--- config.mk ---
export PLATFORM = sky130hd
export DESIGN_NAME = wb_arbiter
export DESIGN_NICKNAME = d
export VERILOG_FILES = /design/src/rtl/wb_arbiter.sv
export SDC_FILE = /design/constraint.sdc
export NUM_CORES = 1
export LEC_CHECK = 0
export ABC_AREA = 1
export CAP_MARGIN = 20
export CORE_MARGIN = 8
export CORE_UTILIZATION = 45
export CTS_BUF_LIST = sky130_fd_sc_hd__clkbuf_8
export DETAILED_ROUTE_END_ITERATION = 8
export PLACE_DENSITY_LB_ADDON = 0.3
export SLEW_MARGIN = 10
export SYNTH_ARGS = -nofsm -noshare
export SYNTH_HDL_FRONTEND = slang
export SYNTH_SLANG_ARGS = --single-unit
export TNS_END_PERCENT = 20
--- constraint.sdc ---
create_clock -name clk -period 3.25 [get_ports clk]
set_input_delay 0.4875 -clock clk [delete_from_list [all_inputs] [get_ports clk]]
set_output_delay 0.4875 -clock clk [all_outputs]
set_load 0.005 [all_outputs]
--- src/rtl/wb_arbiter.sv ---
`default_nettype none
// ============================================================================
//  Module      : wb_arbiter
//  Description : Register-file write-back arbiter. Merges the ALU result
//                stream (valid/ready) with load returns buffered in a small
//                FIFO. Age-based pre-emption keeps loads from starving, and
//                writes to register 0 are suppressed.
//  Revision    : 1.0 - initial release
// ============================================================================
module wb_arbiter #(
    parameter int DEPTH    = 2,
    parameter int MAX_WAIT = 4
) (
    input  logic        clk,
    input  logic        rst,
    input  logic        alu_valid,
    output logic        alu_ready,
    input  logic [4:0]  alu_addr,
    input  logic [31:0] alu_data,
    input  logic        ld_valid,
    output logic        ld_ready,
    input  logic [4:0]  ld_addr,
    input  logic [31:0] ld_data,
    output logic        we,
    output logic [4:0]  writeaddr,
    output logic [31:0] writedata
);

    localparam int c_AW     = (DEPTH > 1) ? $clog2(DEPTH) : 1;
    localparam int c_CNT_W  = c_AW + 1;
    localparam int c_AGE_W  = $clog2(MAX_WAIT + 1);
    localparam logic [c_CNT_W-1:0] c_FULL    = c_CNT_W'(DEPTH);
    localparam logic [c_AGE_W-1:0] c_AGE_MAX = c_AGE_W'(MAX_WAIT);

    // FIFO storage and bookkeeping
    logic [4:0]          r_mem_addr [DEPTH];
    logic [31:0]         r_mem_data [DEPTH];
    logic [c_AW-1:0]     r_rd_ptr;
    logic [c_AW-1:0]     r_wr_ptr;
    logic [c_CNT_W-1:0]  r_count;
    logic [c_AGE_W-1:0]  r_age;

    logic        w_empty;
    logic        w_full;
    logic        w_push;
    logic        w_pop;
    logic        w_force;
    logic        w_grant_alu;
    logic        w_grant_ld;
    logic [4:0]  w_gnt_addr;
    logic [31:0] w_gnt_data;

    assign w_empty  = (r_count == '0);
    assign w_full   = (r_count == c_FULL);
    assign ld_ready = !w_full;
    assign w_push   = ld_valid && !w_full;

    // A head that has waited MAX_WAIT cycles takes the port from the ALU
    assign w_force     = !w_empty && (r_age == c_AGE_MAX);
    assign alu_ready   = !w_force;
    assign w_grant_alu = alu_valid && !w_force;
    assign w_grant_ld  = !w_empty && (w_force || !alu_valid);
    assign w_pop       = w_grant_ld;

    assign w_gnt_addr = w_grant_ld ? r_mem_addr[r_rd_ptr] : alu_addr;
    assign w_gnt_data = w_grant_ld ? r_mem_data[r_rd_ptr] : alu_data;

    // Storage write; contents are don't-care until the count says otherwise
    always_ff @(posedge clk) begin
        if (w_push) begin
            r_mem_addr[r_wr_ptr] <= ld_addr;
            r_mem_data[r_wr_ptr] <= ld_data;
        end
    end

    // Pointer and occupancy update; entries only become visible next cycle
    always_ff @(posedge clk or posedge rst) begin
        if (rst) begin
            r_rd_ptr <= '0;
            r_wr_ptr <= '0;
            r_count  <= '0;
        end else begin
            if (w_push) begin
                r_wr_ptr <= r_wr_ptr + c_AW'(1);
            end
            if (w_pop) begin
                r_rd_ptr <= r_rd_ptr + c_AW'(1);
            end
            case ({w_push, w_pop})
                2'b10:   r_count <= r_count + c_CNT_W'(1);
                2'b01:   r_count <= r_count - c_CNT_W'(1);
                default: r_count <= r_count;
            endcase
        end
    end

    // Head age: counts cycles the head sits unserved, saturating at MAX_WAIT
    always_ff @(posedge clk or posedge rst) begin
        if (rst) begin
            r_age <= '0;
        end else if (w_empty || w_pop) begin
            r_age <= '0;
        end else if (r_age != c_AGE_MAX) begin
            r_age <= r_age + c_AGE_W'(1);
        end
    end

    // Registered write port; register 0 grants consume the source silently
    always_ff @(posedge clk or posedge rst) begin
        if (rst) begin
            we        <= 1'b0;
            writeaddr <= '0;
            writedata <= '0;
        end else if ((w_grant_alu || w_grant_ld) && (w_gnt_addr != 5'd0)) begin
            we        <= 1'b1;
            writeaddr <= w_gnt_addr;
            writedata <= w_gnt_data;
        end else begin
            we <= 1'b0;
        end
    end

endmodule
`default_nettype wire

==> results of run 1 <==
## placed cells by master, fill, tap and decap left out, types with 2 or more instances in the layout
cell                              synthesis  final
sky130_fd_sc_hd__nand2_1                163    163
sky130_fd_sc_hd__clkdlybuf4s50_1          0    117
sky130_fd_sc_hd__edfxtp_1                74     74
sky130_fd_sc_hd__o21ai_0                 73     73
sky130_fd_sc_hd__inv_1                   51     50
sky130_fd_sc_hd__dfrtp_1                 45     44
sky130_fd_sc_hd__nand3_1                 38     38
sky130_fd_sc_hd__clkbuf_8                 0     18
sky130_fd_sc_hd__nor2_1                  11      9
sky130_fd_sc_hd__buf_4                    0      6
sky130_fd_sc_hd__inv_6                    0      5
sky130_fd_sc_hd__clkinv_4                 0      5
sky130_fd_sc_hd__xnor2_1                  3      3
sky130_fd_sc_hd__ha_1                     3      3
sky130_fd_sc_hd__clkinvlp_4               0      3
sky130_fd_sc_hd__o21ai_1                  2      2
sky130_fd_sc_hd__inv_2                    1      2
sky130_fd_sc_hd__nor2_4                   0      2
sky130_fd_sc_hd__a21oi_1                  2      2
sky130_fd_sc_hd__buf_12                   0      2
## final timing paths
path	startpoint	endpoint	slack (ps)
worst max-delay path	r_age[0]	writedata[17]	840
worst min-delay path	writedata[8]	writedata[8]	470
worst max register to register	r_age[0]	writedata[17]	840
worst min register to register	writedata[8]	writedata[8]	470
max in group asynchronous	rst	writedata[21]	2060
min in group asynchronous	rst	writedata[10]	490
## through the flow
stage / setup slack (ps) / utilization (%) / hold slack, ps / cells / total power, mW
detailed placement: 620 / 58.3 / 458 / 737 / 4.40
finish: 840 / 61.8 / 472 / 769 / 5.62
floorplan: 582 / - / 431 / 498 / 3.45
CTS: 840 / 61.8 / 476 / 769 / 5.70
global placement: 688 / 58.3 / 450 / 737 / 4.33
global route: 582 / 61.8 / 494 / 769 / 6.04
## cell families after synthesis
logic type / Yosys count
and+or+nand+nor: 214
adders and majority gates: 3
AOI/OAI and AO/OA: 80
buffers and inverters: 78
DFF: 119
xor gates and xnor gates: 4
## layer usage
layer,routed length [um],track usage (%)
met1,4880,18.6
met2,5750,28.4
met3,732,5.69
met4,150,5.47
met5,0,0
## power groups by stage
stage	clock (mW)	sequential, mW	combinational, mW
detailed placement	0	2.46	1.94
CTS	1.32	2.44	1.94
global route	1.38	2.49	2.16
global placement	0	2.45	1.88
floorplan	0	2.37	1.09
finish	1.29	2.43	1.90
## flip-flops by register name, indices dropped and copies added, names as in the netlist
| signal | count |
|---|---|
| we | 1 |
| r_age | 3 |
| r_count | 2 |
| r_rd_ptr | 1 |
| writeaddr | 5 |
| writedata | 32 |
| r_mem_data | 64 |
| r_wr_ptr | 1 |
| r_mem_addr | 10 |
## worst max-delay path: cells and delay by family (launching register included)
family	cells	cell delay, ps
adders and majority gates	1	160
and+or+nand+nor	6	640
DFF	1	400
AOI/OAI and AO/OA	2	830
buffers and inverters	2	290
## area by class of cell
class / count / area (um2) / share of cell area [%]
Sequential cell: 119 / 3350 / 49.7
Inverter: 52 / 195 / 2.90
Tap cell: 140 / 175 / 2.60
Clock inverter: 14 / 140 / 2.08
Timing Repair Buffer: 125 / 1260 / 18.7
Clock buffer: 18 / 248 / 3.68
Multi-Input combinational cell: 301 / 1370 / 20.3
==> run_summary.xml, run 1 <==
<?xml version="1.0" encoding="UTF-8"?>
<metrics>
  <group name="status">
    <metric name="result_of_the_run" unit="">finished clean</metric>
  </group>
  <group name="die">
    <metric name="initial_utilization" unit="%">46.2</metric>
    <metric name="total_number_of_placement_rows" unit="">38</metric>
    <metric name="design.die.area" unit="mm2">0.0148</metric>
    <metric name="floorplan.core_area" unit="mm2">0.0109</metric>
    <metric name="die_height" unit="um">122</metric>
    <metric name="design.portCount" unit="">118</metric>
    <metric name="fp.dieW" unit="um">122</metric>
  </group>
  <group name="power">
    <metric name="power_report.internal_total" unit="mW">3.69</metric>
    <metric name="p_per_area" unit="mW/mm2">835</metric>
    <metric name="combinationalPowerShare" unit="%">33.9</metric>
    <metric name="switching_share" unit="%">34.3</metric>
    <metric name="share_of_total_power_in_sequential_cells" unit="%">43.3</metric>
    <metric name="p_leak" unit="nW">2.87</metric>
    <metric name="worst_ir_drop_vdd" unit="uV">348</metric>
    <metric name="power_frac_clock" unit="%">22.9</metric>
    <metric name="net-switching-power" unit="mW">1.93</metric>
  </group>
  <group name="synthesis">
    <metric name="largest_family_of_logic_cells_by_synthesized_area" unit="">simple AND/OR/NAND/NOR gates</metric>
    <metric name="synth.yosys.seq_area_share" unit="%">66.6</metric>
    <metric name="post-synth-top-count-cell" unit="">sky130_fd_sc_hd__nand2_1</metric>
    <metric name="muxShareOfSynthArea" unit="%">0</metric>
    <metric name="synth-adder-area-share" unit="%">0.746</metric>
    <metric name="top_cell_types_by_occurrence_after_synthesis" unit="">163 x sky130_fd_sc_hd__nand2_1, 74 x sky130_fd_sc_hd__edfxtp_1, 73 x sky130_fd_sc_hd__o21ai_0</metric>
    <metric name="yosysTopAreaCell" unit="">sky130_fd_sc_hd__edfxtp_1</metric>
    <metric name="yosys.area_share.xor_xnor" unit="%">0.697</metric>
    <metric name="syn_avg_cell_area" unit="um2">10.1</metric>
    <metric name="synth-main-ff-cell" unit="">sky130_fd_sc_hd__edfxtp_1</metric>
    <metric name="synth_enable_flop_cells" unit="">74</metric>
    <metric name="syn_nets" unit="">579</metric>
    <metric name="post_synth_and_or_nand_nor_area_fraction" unit="%">17.1</metric>
    <metric name="netlist-cell-type-count" unit="">22</metric>
    <metric name="fraction_of_post_synthesis_cell_area_in_the_top_cell_type_by_area" unit="%">44.2</metric>
    <metric name="synth-async-reset-ratio" unit="%">37.8</metric>
    <metric name="synth.cell_area" unit="mm2">0.00503</metric>
    <metric name="post_syn_instances" unit="">498</metric>
    <metric name="synth_warnings" unit="">0</metric>
    <metric name="synth-compound-area-share" unit="%">8.24</metric>
    <metric name="ys_seq_elements" unit="">119</metric>
    <metric name="netlist_top_cells_area" unit="">sky130_fd_sc_hd__edfxtp_1 44%, sky130_fd_sc_hd__dfrtp_1 22%, sky130_fd_sc_hd__nand2_1 12%</metric>
  </group>
  <group name="layout">
    <metric name="fillCellCount" unit="">948</metric>
    <metric name="fin_area" unit="mm2">0.00673</metric>
    <metric name="fin_nets" unit="">697</metric>
    <metric name="layout-drive-gt1-share" unit="%">7.95</metric>
    <metric name="area_growth" unit="%">33.9</metric>
    <metric name="antenna_cells" unit="">0</metric>
  </group>
  <group name="sta">
    <metric name="tightestPinTransition" unit="ps">707</metric>
    <metric name="final.period_utilization" unit="%">74.1</metric>
    <metric name="setup_viol" unit="">0</metric>
    <metric name="finalHoldViolations" unit="">0</metric>
    <metric name="final-max-slew-violation-count" unit="">0</metric>
    <metric name="max_freq" unit="MHz">415</metric>
    <metric name="post-route-min-period" unit="ps">2410</metric>
    <metric name="fin_setup_tns" unit="ps">0</metric>
    <metric name="grt_setup_unrepaired" unit="">false</metric>
    <metric name="worst_clock_skew" unit="ps">16.2</metric>
    <metric name="slew_headroom" unit="%">52.9</metric>
  </group>
  <group name="clock_tree">
    <metric name="cts_made_buffers" unit="">17</metric>
    <metric name="ctsHtreeMaxLevel" unit="">4</metric>
    <metric name="worst_skew_late_latency" unit="ps">420</metric>
    <metric name="post_cts.resized_instances" unit="">0</metric>
    <metric name="clock_sinks" unit="">119</metric>
    <metric name="ctsLongestPathBuffers" unit="">2</metric>
    <metric name="worst_setup_hold_path_clk_slew" unit="ps">80</metric>
    <metric name="clockRootBuffer" unit="">sky130_fd_sc_hd__clkbuf_8</metric>
    <metric name="cts_tree" unit="">yes</metric>
    <metric name="cts_setup_buffers" unit="">0</metric>
    <metric name="post_cts_hold_buffer_count" unit="">0</metric>
  </group>
  <group name="critical_path">
    <metric name="r2r_cells" unit="">11</metric>
    <metric name="crit_path_start_kind" unit="">register</metric>
    <metric name="critical_path.max_stage_delay" unit="ps">440</metric>
    <metric name="critPathMostFrequentCell" unit="">sky130_fd_sc_hd__nand2_1</metric>
    <metric name="cp.arrival" unit="ps">2760</metric>
    <metric name="worst-setup-path-type" unit="">register to register</metric>
    <metric name="crit_chain" unit="">inv_1 &gt; ha_1 &gt; nand2_1 &gt; a21oi_2 &gt; nand2_1 &gt; nand2_1 &gt; nand3_1 &gt; o21bai_4 &gt; buf_12 &gt; nand2_1 &gt; nand2_1</metric>
    <metric name="timing.critical_path.to_type" unit="">register</metric>
    <metric name="critical_path.slowest_cell" unit="">sky130_fd_sc_hd__a21oi_2</metric>
    <metric name="critPathMaxFanout" unit="">25</metric>
    <metric name="required_time_worst_endpoint" unit="ps">3600</metric>
  </group>
  <group name="grt">
    <metric name="antenna_violations_before_repair" unit="">0</metric>
    <metric name="track_usage" unit="%">16.4</metric>
    <metric name="grt_pass1_wl" unit="mm">19.0</metric>
    <metric name="grt_max_degree" unit="">48</metric>
    <metric name="grt_remaining_overflow" unit="">0</metric>
    <metric name="vias_in_the_first_global_route" unit="">4008</metric>
  </group>
  <group name="routing">
    <metric name="drt_pre_antenna_iters" unit="">4</metric>
    <metric name="route.vias.total" unit="">3734</metric>
    <metric name="detail_route.drc_violations" unit="">0</metric>
    <metric name="wl" unit="mm">11.5</metric>
    <metric name="remaining_antenna_violation_count_after_routing" unit="">0</metric>
    <metric name="routedWlPerCell" unit="um">15.0</metric>
    <metric name="viasPerCell" unit="">4.86</metric>
    <metric name="detail_route.iter0.violations" unit="">201</metric>
  </group>
  <group name="placement">
    <metric name="port-buffer-count" unit="">117</metric>
    <metric name="dp_hpwl" unit="mm">7.83</metric>
    <metric name="place_area" unit="mm2">0.00634</metric>
    <metric name="place.gp.congestion" unit="">0.811</metric>
  </group>
  <group name="hold_path">
    <metric name="holdPathStages" unit="">2</metric>
    <metric name="hp-class" unit="">register to register</metric>
  </group>
  <group name="job">
    <metric name="max_cap_violations" unit="">0</metric>
  </group>
</metrics>
(Power assumes the default switching activity.)
==> run 2: changes to the inputs <==
Clock period 3.25 ns to 2.3 ns, I/O delays scaled along.
==> run 2 against run 1 <==
Sequential cell count unchanged. Worst setup slack got worse by 650 ps. Final cell count increased by 0.78%. Wire length increased by 0.77%. Cell area increased by 1.4%. Register-to-register slack got worse by 560 ps. Clock power increased by 50%.
==> run_summary.xml, run 2 (same netlist as run 1, synthesis figures left out) <==
<?xml version="1.0" encoding="UTF-8"?>
<metrics>
  <group name="placement">
    <metric name="dpl_worst_slack" unit="ps">109</metric>
    <metric name="place.gp.congestion" unit="">0.802</metric>
    <metric name="port-buffer-count" unit="">117</metric>
    <metric name="dp_hpwl" unit="mm">8.24</metric>
    <metric name="place_area" unit="mm2">0.00641</metric>
  </group>
  <group name="sta">
    <metric name="slew_headroom" unit="%">57.5</metric>
    <metric name="max_freq" unit="MHz">474</metric>
    <metric name="post-route-worst-setup-slack" unit="ps">190</metric>
    <metric name="finalHoldViolations" unit="">0</metric>
    <metric name="final.period_utilization" unit="%">91.7</metric>
    <metric name="setup_viol" unit="">0</metric>
    <metric name="post-route-min-period" unit="ps">2110</metric>
    <metric name="grt_setup_unrepaired" unit="">false</metric>
    <metric name="worst_clock_skew" unit="ps">6.01</metric>
    <metric name="fin_setup_tns" unit="ps">0</metric>
    <metric name="tightestPinTransition" unit="ps">636</metric>
    <metric name="final-max-slew-violation-count" unit="">0</metric>
  </group>
  <group name="clock_tree">
    <metric name="ctsHtreeMaxLevel" unit="">4</metric>
    <metric name="clockRootBuffer" unit="">sky130_fd_sc_hd__clkbuf_8</metric>
    <metric name="worst_setup_hold_path_clk_slew" unit="ps">60</metric>
    <metric name="ctsLongestPathBuffers" unit="">2</metric>
    <metric name="clock_sinks" unit="">119</metric>
    <metric name="worst_skew_late_latency" unit="ps">420</metric>
    <metric name="cts_made_buffers" unit="">17</metric>
    <metric name="cts_tree" unit="">yes</metric>
    <metric name="post_cts.resized_instances" unit="">0</metric>
    <metric name="post_cts_hold_buffer_count" unit="">0</metric>
    <metric name="cts_setup_buffers" unit="">0</metric>
  </group>
  <group name="routing">
    <metric name="route.vias.total" unit="">3672</metric>
    <metric name="detail_route.iter0.violations" unit="">188</metric>
    <metric name="viasPerCell" unit="">4.74</metric>
    <metric name="wl" unit="mm">11.6</metric>
    <metric name="routedWlPerCell" unit="um">15.0</metric>
    <metric name="detail_route.drc_violations" unit="">0</metric>
    <metric name="remaining_antenna_violation_count_after_routing" unit="">0</metric>
    <metric name="drt_pre_antenna_iters" unit="">4</metric>
  </group>
  <group name="die">
    <metric name="initial_utilization" unit="%">46.2</metric>
    <metric name="floorplan.core_area" unit="mm2">0.0109</metric>
    <metric name="design.die.area" unit="mm2">0.0148</metric>
    <metric name="fp.dieW" unit="um">122</metric>
    <metric name="total_number_of_placement_rows" unit="">38</metric>
    <metric name="design.portCount" unit="">118</metric>
    <metric name="die_height" unit="um">122</metric>
  </group>
  <group name="critical_path">
    <metric name="crit_path_start_kind" unit="">register</metric>
    <metric name="required_time_worst_endpoint" unit="ps">1960</metric>
    <metric name="worst-setup-path-type" unit="">register to output port</metric>
    <metric name="r2r_start" unit="">r_age[0]</metric>
    <metric name="critical_path.max_stage_delay" unit="ps">490</metric>
    <metric name="r2r_cells" unit="">10</metric>
    <metric name="critPathMaxFanout" unit="">5</metric>
    <metric name="setup.worst_path.start" unit="">r_count[0]</metric>
    <metric name="critical_path.slowest_cell" unit="">sky130_fd_sc_hd__clkdlybuf4s50_1</metric>
    <metric name="worst_path_dominant_cell_family" unit="">buffers and inverters</metric>
    <metric name="timing.critical_path.to_type" unit="">output port</metric>
    <metric name="worstPathBufferInverterCount" unit="">2</metric>
    <metric name="rr_endpoint" unit="">writedata[25]</metric>
    <metric name="cp.arrival" unit="ps">1760</metric>
    <metric name="crit_chain" unit="">nor2_2 &gt; inv_1 &gt; nand3_1 &gt; clkdlybuf4s50_1</metric>
    <metric name="reg2reg_setup_slack" unit="ps">280</metric>
  </group>
  <group name="layout">
    <metric name="antenna_cells" unit="">0</metric>
    <metric name="max_flop_register" unit="">r_mem_data</metric>
    <metric name="area_growth" unit="%">35.7</metric>
    <metric name="fin_area" unit="mm2">0.00683</metric>
    <metric name="fillCellCount" unit="">918</metric>
    <metric name="layout-drive-gt1-share" unit="%">7.72</metric>
    <metric name="fin_nets" unit="">703</metric>
    <metric name="number_of_flip_flops_under_the_largest_register_name" unit="">64</metric>
    <metric name="commonest_cells_after_routing_fill_and_taps_aside" unit="">163 x sky130_fd_sc_hd__nand2_1, 117 x sky130_fd_sc_hd__clkdlybuf4s50_1, 74 x sky130_fd_sc_hd__edfxtp_1</metric>
    <metric name="finish.utilization" unit="%">62.7</metric>
    <metric name="leading_registers_by_flop_count" unit="">r_mem_data (64), writedata (32), r_mem_addr (10)</metric>
    <metric name="most_common_cell_after_layout_fill_and_taps_aside" unit="">sky130_fd_sc_hd__nand2_1</metric>
  </group>
  <group name="status">
    <metric name="result_of_the_run" unit="">finished clean</metric>
  </group>
  <group name="grt">
    <metric name="vias_in_the_first_global_route" unit="">3851</metric>
    <metric name="antenna_violations_before_repair" unit="">0</metric>
    <metric name="grt_pass1_wl" unit="mm">19.0</metric>
    <metric name="grt_max_degree" unit="">38</metric>
    <metric name="track_usage" unit="%">16.6</metric>
    <metric name="grt_remaining_overflow" unit="">0</metric>
  </group>
  <group name="power">
    <metric name="p_leak" unit="nW">2.93</metric>
    <metric name="p_per_area" unit="mW/mm2">1190</metric>
    <metric name="worst_ir_drop_vdd" unit="uV">503</metric>
  </group>
  <group name="hold_path">
    <metric name="hp-class" unit="">primary input to asynchronous set/reset pin</metric>
  </group>
  <group name="job">
    <metric name="max_cap_violations" unit="">0</metric>
  </group>
</metrics>
## run 2: power breakdown
part	switching (mW)	internal, mW	leakage (nW)
sequential	0.341	3.02	1.23
clock	0.780	1.15	0.213
combinational	1.48	1.37	1.49
total	2.60	5.53	2.93
## run 2: how the worst max path moves through the flow
stage                            end  cells after the start
floorplan           r_mem_addr[0][0]                      4
global placement        writedata[2]                     10
detailed placement     writedata[22]                     10
CTS                    writedata[24]                     12
global route           writedata[14]                     10
finish                     alu_ready                      4
## run 2: layout make-up
| class | instances | area (um2) | area share (%) |
|---|---|---|---|
| Sequential cell | 119 | 3350 | 49.1 |
| Timing Repair Buffer | 131 | 1330 | 19.4 |
| Clock inverter | 15 | 169 | 2.47 |
| Clock buffer | 17 | 234 | 3.43 |
| Tap cell | 140 | 175 | 2.57 |
| Inverter | 52 | 195 | 2.86 |
| Multi-Input combinational cell | 301 | 1380 | 20.2 |
## run 2: through the flow
step                power (mW)  instances  hold WS (ps)
finish                    8.14        775           330
global route              8.74        775           362
CTS                       8.23        775           334
detailed placement        6.29        743           462
global placement          6.18        743           446
floorplan                 4.88        498           431
## run 2: worst reg2reg max path: stages, from the launching register on
cell                      delay (ps)
sky130_fd_sc_hd__dfrtp_1         400
sky130_fd_sc_hd__inv_1            60
sky130_fd_sc_hd__ha_1            150
sky130_fd_sc_hd__nand2_1         130
sky130_fd_sc_hd__a21o_2          300
sky130_fd_sc_hd__o21ai_0         350
sky130_fd_sc_hd__nor2_1          100
sky130_fd_sc_hd__nand3_2         100
sky130_fd_sc_hd__buf_12          170
sky130_fd_sc_hd__nand3_1         110
sky130_fd_sc_hd__nand2_1         100
## run 2: layer usage
metal / track usage [%] / part of all wire, %
met5: 0 / 0
met4: 7.02 / 1.6
met3: 5.37 / 6.4
met2: 27.8 / 50
met1: 19.3 / 42
==> run 3: changes to the inputs <==
Settings changed: GPL_ROUTABILITY_DRIVEN from default to 1, SLEW_MARGIN 10 to 15.
==> results of run 3 <==
Same layout as run 2: the final DEF is identical, and so are final timing and power.
